## src/rtl/phrase_packer.sv

```systemverilog
// phrase_packer
//   Collects WORD_W-bit words from a valid/ready stream into phrases of
//   PHRASE_WORDS words for the memory write interface. A phrase closes when
//   it fills, when a word arrives with last_in, or on a flush_in request
//   while a partial phrase is pending. Partial phrases carry a keep mask.
//   There are two storage stages: an accumulator and an output register.
//   With both of them, a continuous stream is accepted at one word per cycle.
//
// Parameters
//   WORD_W        bits per input word
//   PHRASE_WORDS  words per phrase (power of two, >= 2)
//   MSW_FIRST     1: first-arriving word in the MS slot of data_out
//                 0: first-arriving word in data_out[WORD_W-1:0]
//
// Ports
//   clk_in, rst_in         clock, asynchronous active-high reset
//   valid_in/ready_in      input word handshake; data_in, last_in with it
//   flush_in               close a non-empty partial phrase
//   valid_out/ready_out    output phrase handshake
//   data_out, keep_out     phrase and per-arrival-slot keep mask
//   last_out               phrase was closed by last_in
//
// Optional build macro PHRASE_PACKER_STATS_EN adds these two outputs:
//   phrase_count_out       output handshakes (wraps at 2^32)
//   stall_count_out        cycles with valid_in && !ready_in (wraps at 2^32)
module phrase_packer #(
  parameter int WORD_W       = 16,
  parameter int PHRASE_WORDS = 8,
  parameter int MSW_FIRST    = 1
) (
  input  logic                           clk_in,
  input  logic                           rst_in,
  input  logic                           valid_in,
  output logic                           ready_in,
  input  logic [WORD_W-1:0]              data_in,
  input  logic                           last_in,
  input  logic                           flush_in,
  output logic                           valid_out,
  input  logic                           ready_out,
  output logic [WORD_W*PHRASE_WORDS-1:0] data_out,
  output logic [PHRASE_WORDS-1:0]        keep_out,
  output logic                           last_out
`ifdef PHRASE_PACKER_STATS_EN
  ,
  output logic [31:0]                    phrase_count_out,
  output logic [31:0]                    stall_count_out
`endif
);

  localparam int IW = $clog2(PHRASE_WORDS);
  localparam int CW = IW + 1;
  localparam int PW = WORD_W * PHRASE_WORDS;

  logic [WORD_W-1:0] r_acc [PHRASE_WORDS];
  logic [CW-1:0]     r_count;
  logic              r_done;
  logic              r_last;

  logic              w_move;
  logic              w_accept;
  logic [CW-1:0]     w_base;
  logic [IW-1:0]     w_slot;
  logic              w_full;
  logic              w_flush_close;
  logic [PW-1:0]     w_phrase;
  logic [PHRASE_WORDS-1:0] w_keep;

  // The phrase in the accumulator moves out when the output register is
  // empty or is being drained in this same cycle.
  assign w_move   = r_done && (!valid_out || ready_out);
  assign ready_in = !r_done || w_move;
  assign w_accept = valid_in && ready_in;

  // On a move cycle the accumulator is emptied, so the incoming word goes
  // to slot 0 of the new phrase.
  assign w_base = w_move ? '0 : r_count;
  assign w_slot = w_base[IW-1:0];
  assign w_full = (w_base == CW'(PHRASE_WORDS - 1));

  // A flush with no word accepted closes only a pending partial phrase.
  assign w_flush_close = flush_in && !w_accept && !r_done && (r_count != '0);

  // Slot data needs no reset. The keep mask hides slots that were not written.
  always_ff @(posedge clk_in) begin
    if (w_accept) r_acc[w_slot] <= data_in;
  end

  always_ff @(posedge clk_in or posedge rst_in) begin
    if (rst_in) begin
      r_count <= '0;
      r_done  <= 1'b0;
      r_last  <= 1'b0;
    end else begin
      if (w_move) begin
        r_count <= '0;
        r_done  <= 1'b0;
        r_last  <= 1'b0;
      end
      if (w_accept) begin
        r_count <= w_base + CW'(1);
        r_done  <= w_full || last_in || flush_in;
        r_last  <= last_in;
      end else if (w_flush_close) begin
        r_done  <= 1'b1;
      end
    end
  end

  // Place each arrival slot in data_out. Unfilled slots read zero.
  always_comb begin
    w_phrase = '0;
    w_keep   = '0;
    for (int i = 0; i < PHRASE_WORDS; i++) begin
      if (CW'(i) < r_count) begin
        w_keep[i] = 1'b1;
        if (MSW_FIRST != 0)
          w_phrase[(PHRASE_WORDS-1-i)*WORD_W +: WORD_W] = r_acc[i];
        else
          w_phrase[i*WORD_W +: WORD_W] = r_acc[i];
      end
    end
  end

  always_ff @(posedge clk_in or posedge rst_in) begin
    if (rst_in) begin
      valid_out <= 1'b0;
      data_out  <= '0;
      keep_out  <= '0;
      last_out  <= 1'b0;
    end else if (w_move) begin
      valid_out <= 1'b1;
      data_out  <= w_phrase;
      keep_out  <= w_keep;
      last_out  <= r_last;
    end else if (ready_out) begin
      valid_out <= 1'b0;
    end
  end

`ifdef PHRASE_PACKER_STATS_EN
  always_ff @(posedge clk_in or posedge rst_in) begin
    if (rst_in) begin
      phrase_count_out <= '0;
      stall_count_out  <= '0;
    end else begin
      if (valid_out && ready_out) phrase_count_out <= phrase_count_out + 32'd1;
      if (valid_in && !ready_in)  stall_count_out  <= stall_count_out + 32'd1;
    end
  end
`endif

endmodule

```

## config.mk

```make
export PLATFORM = sky130hd
export DESIGN_NAME = phrase_packer
export DESIGN_NICKNAME = d
export VERILOG_FILES = /design/src/rtl/phrase_packer.sv
export SDC_FILE = /design/constraint.sdc
export NUM_CORES = 1
export LEC_CHECK = 0
export ABC_CLOCK_PERIOD_IN_PS = 5050
export CORE_MARGIN = 4
export CORE_UTILIZATION = 40
export CTS_BUF_LIST = sky130_fd_sc_hd__clkbuf_8
export DETAILED_ROUTE_END_ITERATION = 16
export PLACE_DENSITY = 0.64
export RECOVER_POWER = 100
export SKIP_LAST_GASP = 1
export SLEW_MARGIN = 20
export SYNTH_ARGS = -nofsm -noshare
export SYNTH_HDL_FRONTEND = slang
export SYNTH_SLANG_ARGS = --single-unit
```

## constraint.sdc

```tcl
create_clock -name clk_in -period 5.05 [get_ports clk_in]
set_clock_uncertainty 0.2 [all_clocks]
set_input_delay 0.7575 -clock clk_in [delete_from_list [all_inputs] [get_ports clk_in]]
set_output_delay 0.7575 -clock clk_in [all_outputs]
set_load 0.01 [all_outputs]
```

# --- Yosys cells after proc, flatten, opt, wreduce, memory -nomap -nowiden ---
# Memory sizes are Yosys's and may differ from the RTL's.
# Index checks and enable logic that the tools add are counted.
classes:
  n_mux: 26
  magnitude_cmp: 8
  n_eq_ne: 1
  reduce_logical: 16
  add_sub_neg: 1
ops:
  columns: ["operator", "n"]
  rows:
  - ["2-to-1 mux 16 bit", 7]
  - ["2-to-1 mux 32 bit", 1]
  - ["less-than comparator 3 x 4 -> 1 bit, first input constant", 4]
  - ["2-to-1 mux 1 bit", 16]
  - ["less-than comparator 1 x 4 -> 1 bit, first input constant", 2]
  - ["less-than comparator 2 x 4 -> 1 bit, first input constant", 2]
  - ["2-to-1 mux 4 bit", 2]
  - ["logical AND 1 bit", 5]
  - ["adder 4 x 1 -> 4 bit, second input constant", 1]
  - ["== test 4 x 3 -> 1 bit, second input constant", 1]
  - ["logical OR 1 bit", 4]
  - ["nonzero test 2 bit", 2]
  - ["nonzero test 4 bit", 1]
  - ["zero test 1 bit", 3]
  - ["nonzero test 3 bit", 1]
totals:
  inputBits: 22
  elab_cells: 60
  mem_count: 1
  ram_bits: 128
  regBits: 144
  out_inout_bits: 139
mem_list:
  columns: ["memory", "words", "word_bits", "read_ports", "rd_clocked_by_memory_dff", "write_ports", "line", "source"]
  rows:
  - ["r_acc", 8, 16, 8, 0, 1, "54", "logic [WORD_W-1:0] r_acc [PHRASE_WORDS];"]

# --- Longest topological paths before layout ---
depth:
  ltp_word: 11
  mapped_depth: 6
  depth_no_buf: 4

# --- Worst setup path after synthesis ---
# No wires, ideal clock.
synth_timing:
  kind: "input to register"
  from: "input port ready_out"
  to: "memory r_acc[0][0] (enable)"
  setup_time_ns: 0.414
  t_arrival_ns: 2.503
  required_ns: 4.436
  path_slack_ns: 1.934
  path_stages: 5
  n_path_buf: 2
  path_cell_list: "nand2b_1 nand2_1 buf_2 buf_2 a21boi_0"
synth_via:
  elab_chain_cells: 6
  elab_cells_between_ends: 7
  cone_classes: "mux: 3; reduce/logical: 4"
synth_lines:
  columns: ["item", "line", "source"]
  rows:
  - ["start, declared", "39", "input logic ready_out,"]
  - ["logical OR 1 bit (*)", "70", "assign w_move = r_done && (!valid_out || ready_out);"]
  - ["logical AND 1 bit (*)", "70", null]
  - ["logical OR 1 bit", "71", "assign ready_in = !r_done || w_move;"]
  - ["logical AND 1 bit", "72", "assign w_accept = valid_in && ready_in;"]
  - ["2-to-1 mux 1 bit", "85", "if (w_accept) r_acc[w_slot] <= data_in;"]
  - ["2-to-1 mux 1 bit (not written as such)", "85", null]
  - ["end, declared", "54", null]
# Mark *: on every way between the ends. The rest lies on a longest branch, timed or not.

# --- Final worst setup path ---
layout_timing:
  from: "register r_done"
  to: "register data_out[110]"
layout_via:
  elab_chain_cells: 1
layout_lines:
  columns: ["item", "line", "source"]
  rows:
  - ["start, declared", "56", "logic r_done;"]
  - ["start signal, assigned", "101", "r_done <= w_full || last_in || flush_in;"]
  - ["logical AND 1 bit", "70", null]
  - ["end signal, assigned", "132", "data_out <= w_phrase;"]
  - ["end, declared", "40", "output logic [WORD_W*PHRASE_WORDS-1:0] data_out,"]
# Every way passes these cells.
# A chain may end at the register's enable or synchronous reset.

==> results.md <==
- Period utilization: 79.51%
- Top cell type by total area after synthesis: edfxtp_1
- Number of flops mapped to enable cells by yosys: 128
- First-pass GRT wire length: 35.45 mm
- Worst hold start: r_acc[3][8]
- Top cell type's share of synthesized area: 40.70%
- VDD IR max: 234.9 uV
- Violated checks: capacitance limit, slew limit
- Routed wire length: 23.03 mm
- Area delta synth->final: 28.62%
- Setup TNS: 0 ns
- Final Core Density: 53.00%
- Total gr overflow: 0
- Core area: 22920 um2
- Post-layout minimum cycle time: 4.015 ns
- Worst skew pair latency: 0.52 ns
- Largest delay contributor family on the critical path: simple AND/OR/NAND/NOR gates
- DIE AREA: 26130 um2
- Post-synthesis register bit count: 272
- CTS Buf Count: 43
- Largest net degree at the start of global routing: 104
- Fill cells: 1894
- RSZ-0062 raised after global routing: false
- # resized after CTS: 0
- Diode count: 0
- Post-synth top cells: dfrtp_1, edfxtp_1, a22o_1
- Status: complete, but fails checks
- Wire length per cell: 21.33 um
- Syn Area/Cell: 16.98 um2
- Initial DRC Count: 386
- Worst Path Arrival: 4.25 ns
- Seq/Total Area, Yosys: 78.87%
- H-Tree Depth: 2
- Async SR Flop Fraction: 52.94%
- Power Density: 467.8 nW/um2
- Final Max Tran Viols: 163
- Synthesized Nets: 578
- Hold crit path type: reg2reg
- Initial antenna violation count: 0
- Startpoint types: flip-flop
- Number of hold violations in the final report: 0
- Hold Slack: 0.2569 ns
- Top-count cell post-synth: dfrtp_1
- Nets@finish: 756
- Routed vias: 5601
- Global Route Usage Sum: 17.69%
- Post-CTS Setup Inserts: 0
- CTS Sinks: 272
- YS warnings: 0
- Critical Path RT: 5.29 ns
- I/O pins: 161
- Vias in the first global route: 5789
- Crit. Startpoint: r_done
- Clock transition at path regs: 0.06 ns
- Worst R2R Start: r_done
- Vias per cell: 5.186
- CTS tree: yes
- Initial Util: 41.21%
- F_max: 0.2491 GHz
- Hold Buf Count CTS: 0
- Nature of the critical path endpoint: flip-flop
- Slew @ Worst Pin: 2.239 ns
- DRC: 0
- CP Class: reg2reg
- Crit path cell chain: inv_1 -> nor3_1 -> a22o_1
- Max-Cap Viols: 5
- Gpl congestion: 0.7793
- PortBufs: 160
- Max stage delay on crit path: 1.76 ns
- Share of post-route cells with drive strength above 1: 10.04%
- Setup violators final: 0
- Crit Path Max Fanout: 29
- DR pass1 iterations: 5
- Max_slew headroom: -49.57%
- HPWL Detailed: 14.42 mm
- CTS Buffer Depth: 3
- Post-Syn Area: 9443 um2
- CTS root buf: clkbuf_8
- Chip Width: 161.6 um
- Cell variety after synth: 42
- Lkg Pwr: 5.258 nW
- Gate Count Post-Synth: 556
- Top_reg_cell synth: dfrtp_1
- Final ANT Viol Nets: 0
- Crit path buf inv count: 1
- Largest cells by area after synthesis: edfxtp_1, dfrtp_1, a22o_1
- Die H: 161.6 um
- Core Rows: 55
- Slowest CP cell: nor3_1
==> layout make-up <==
cell class | count | area [um2] | area share, %
repair buffers | 172 | 1652 | 13.60
clock buffers | 60 | 825.8 | 6.799
well taps | 313 | 391.6 | 3.224
multi-input cells | 240 | 1734 | 14.28
inverters | 5 | 22.52 | 0.1854
flip-flops and latches | 272 | 7447 | 61.32
clock inverters | 18 | 72.57 | 0.5975
==> kinds of logic after synthesis <==
group / synth area share (%)
flops: 78.87
simple gates: 4.147
xor+xnor: 0.09277
buf+inv: 2.517
compound gates: 14.03
mux: 0.3445
==> where the power goes <==
group / internal, mW / leakage, nW / switching, mW
Sequential: 2.62 / 3.13 / 0.198
Clock: 1.05 / 0.522 / 0.812
Combinational: 0.475 / 1.61 / 0.529
Total: 4.14 / 5.26 / 1.54
==> worst paths after layout <==
| path | end | slack (ns) | cells after the start |
|---|---|---|---|
| max reg2reg | data_out[110] | 1.03 | 3 |
| min in group asynchronous | data_out[9] | 1.22 | 2 |
| max in group asynchronous | data_out[28] | 1.46 | 3 |
| min | data_out[72] | 0.26 | 1 |
| min reg2reg | data_out[72] | 0.26 | 1 |
| max | data_out[110] | 1.03 | 3 |
==> registers in the layout, indices dropped and copies added (netlist names) <==
register   count
data_out     128
r_acc        128
last_out       1
keep_out       8
valid_out      1
r_done         1
r_count        4
r_last         1
==> cell usage in the layout (no fill, tap or decap), types with 5 or more instances in the layout <==
cell type      netlist  final
dlygate4sd3_1        0    158
a21o_1               6      6
clkbuf_8             0     60
o21ai_0             28     38
nand3_1             20     20
inv_1                4     18
clkbuf_1            10     10
o2bb2ai_1           16     16
a22o_1              96     96
nor2_1               6      6
nor3_1               3      5
dfrtp_1            144    144
edfxtp_1           128    128
nand2_1             23     22
==> through the flow <==
stage	area [um2]	cells	setup WS (ns)	power (mW)
2_1_floorplan	9443	556	0.2262	3.355
3_3_place_gp	11340	1002	1.382	3.953
3_5_place_dp	11340	1002	1.284	3.981
4_1_cts	12240	1080	1.583	5.861
5_1_grt	12150	1080	0.7506	5.950
6_report	12150	1080	1.035	5.681
==> metal layers <==
metal,up-vias,track usage (%),wire length [um]
met3,34,3.981,1454
met2,198,27.86,11080
met1,2881,24.97,10120
met4,0,5.190,382
li1,2488,-,-
met5,-,0,0
No activity file was read; power rests on OpenSTA's default activity.
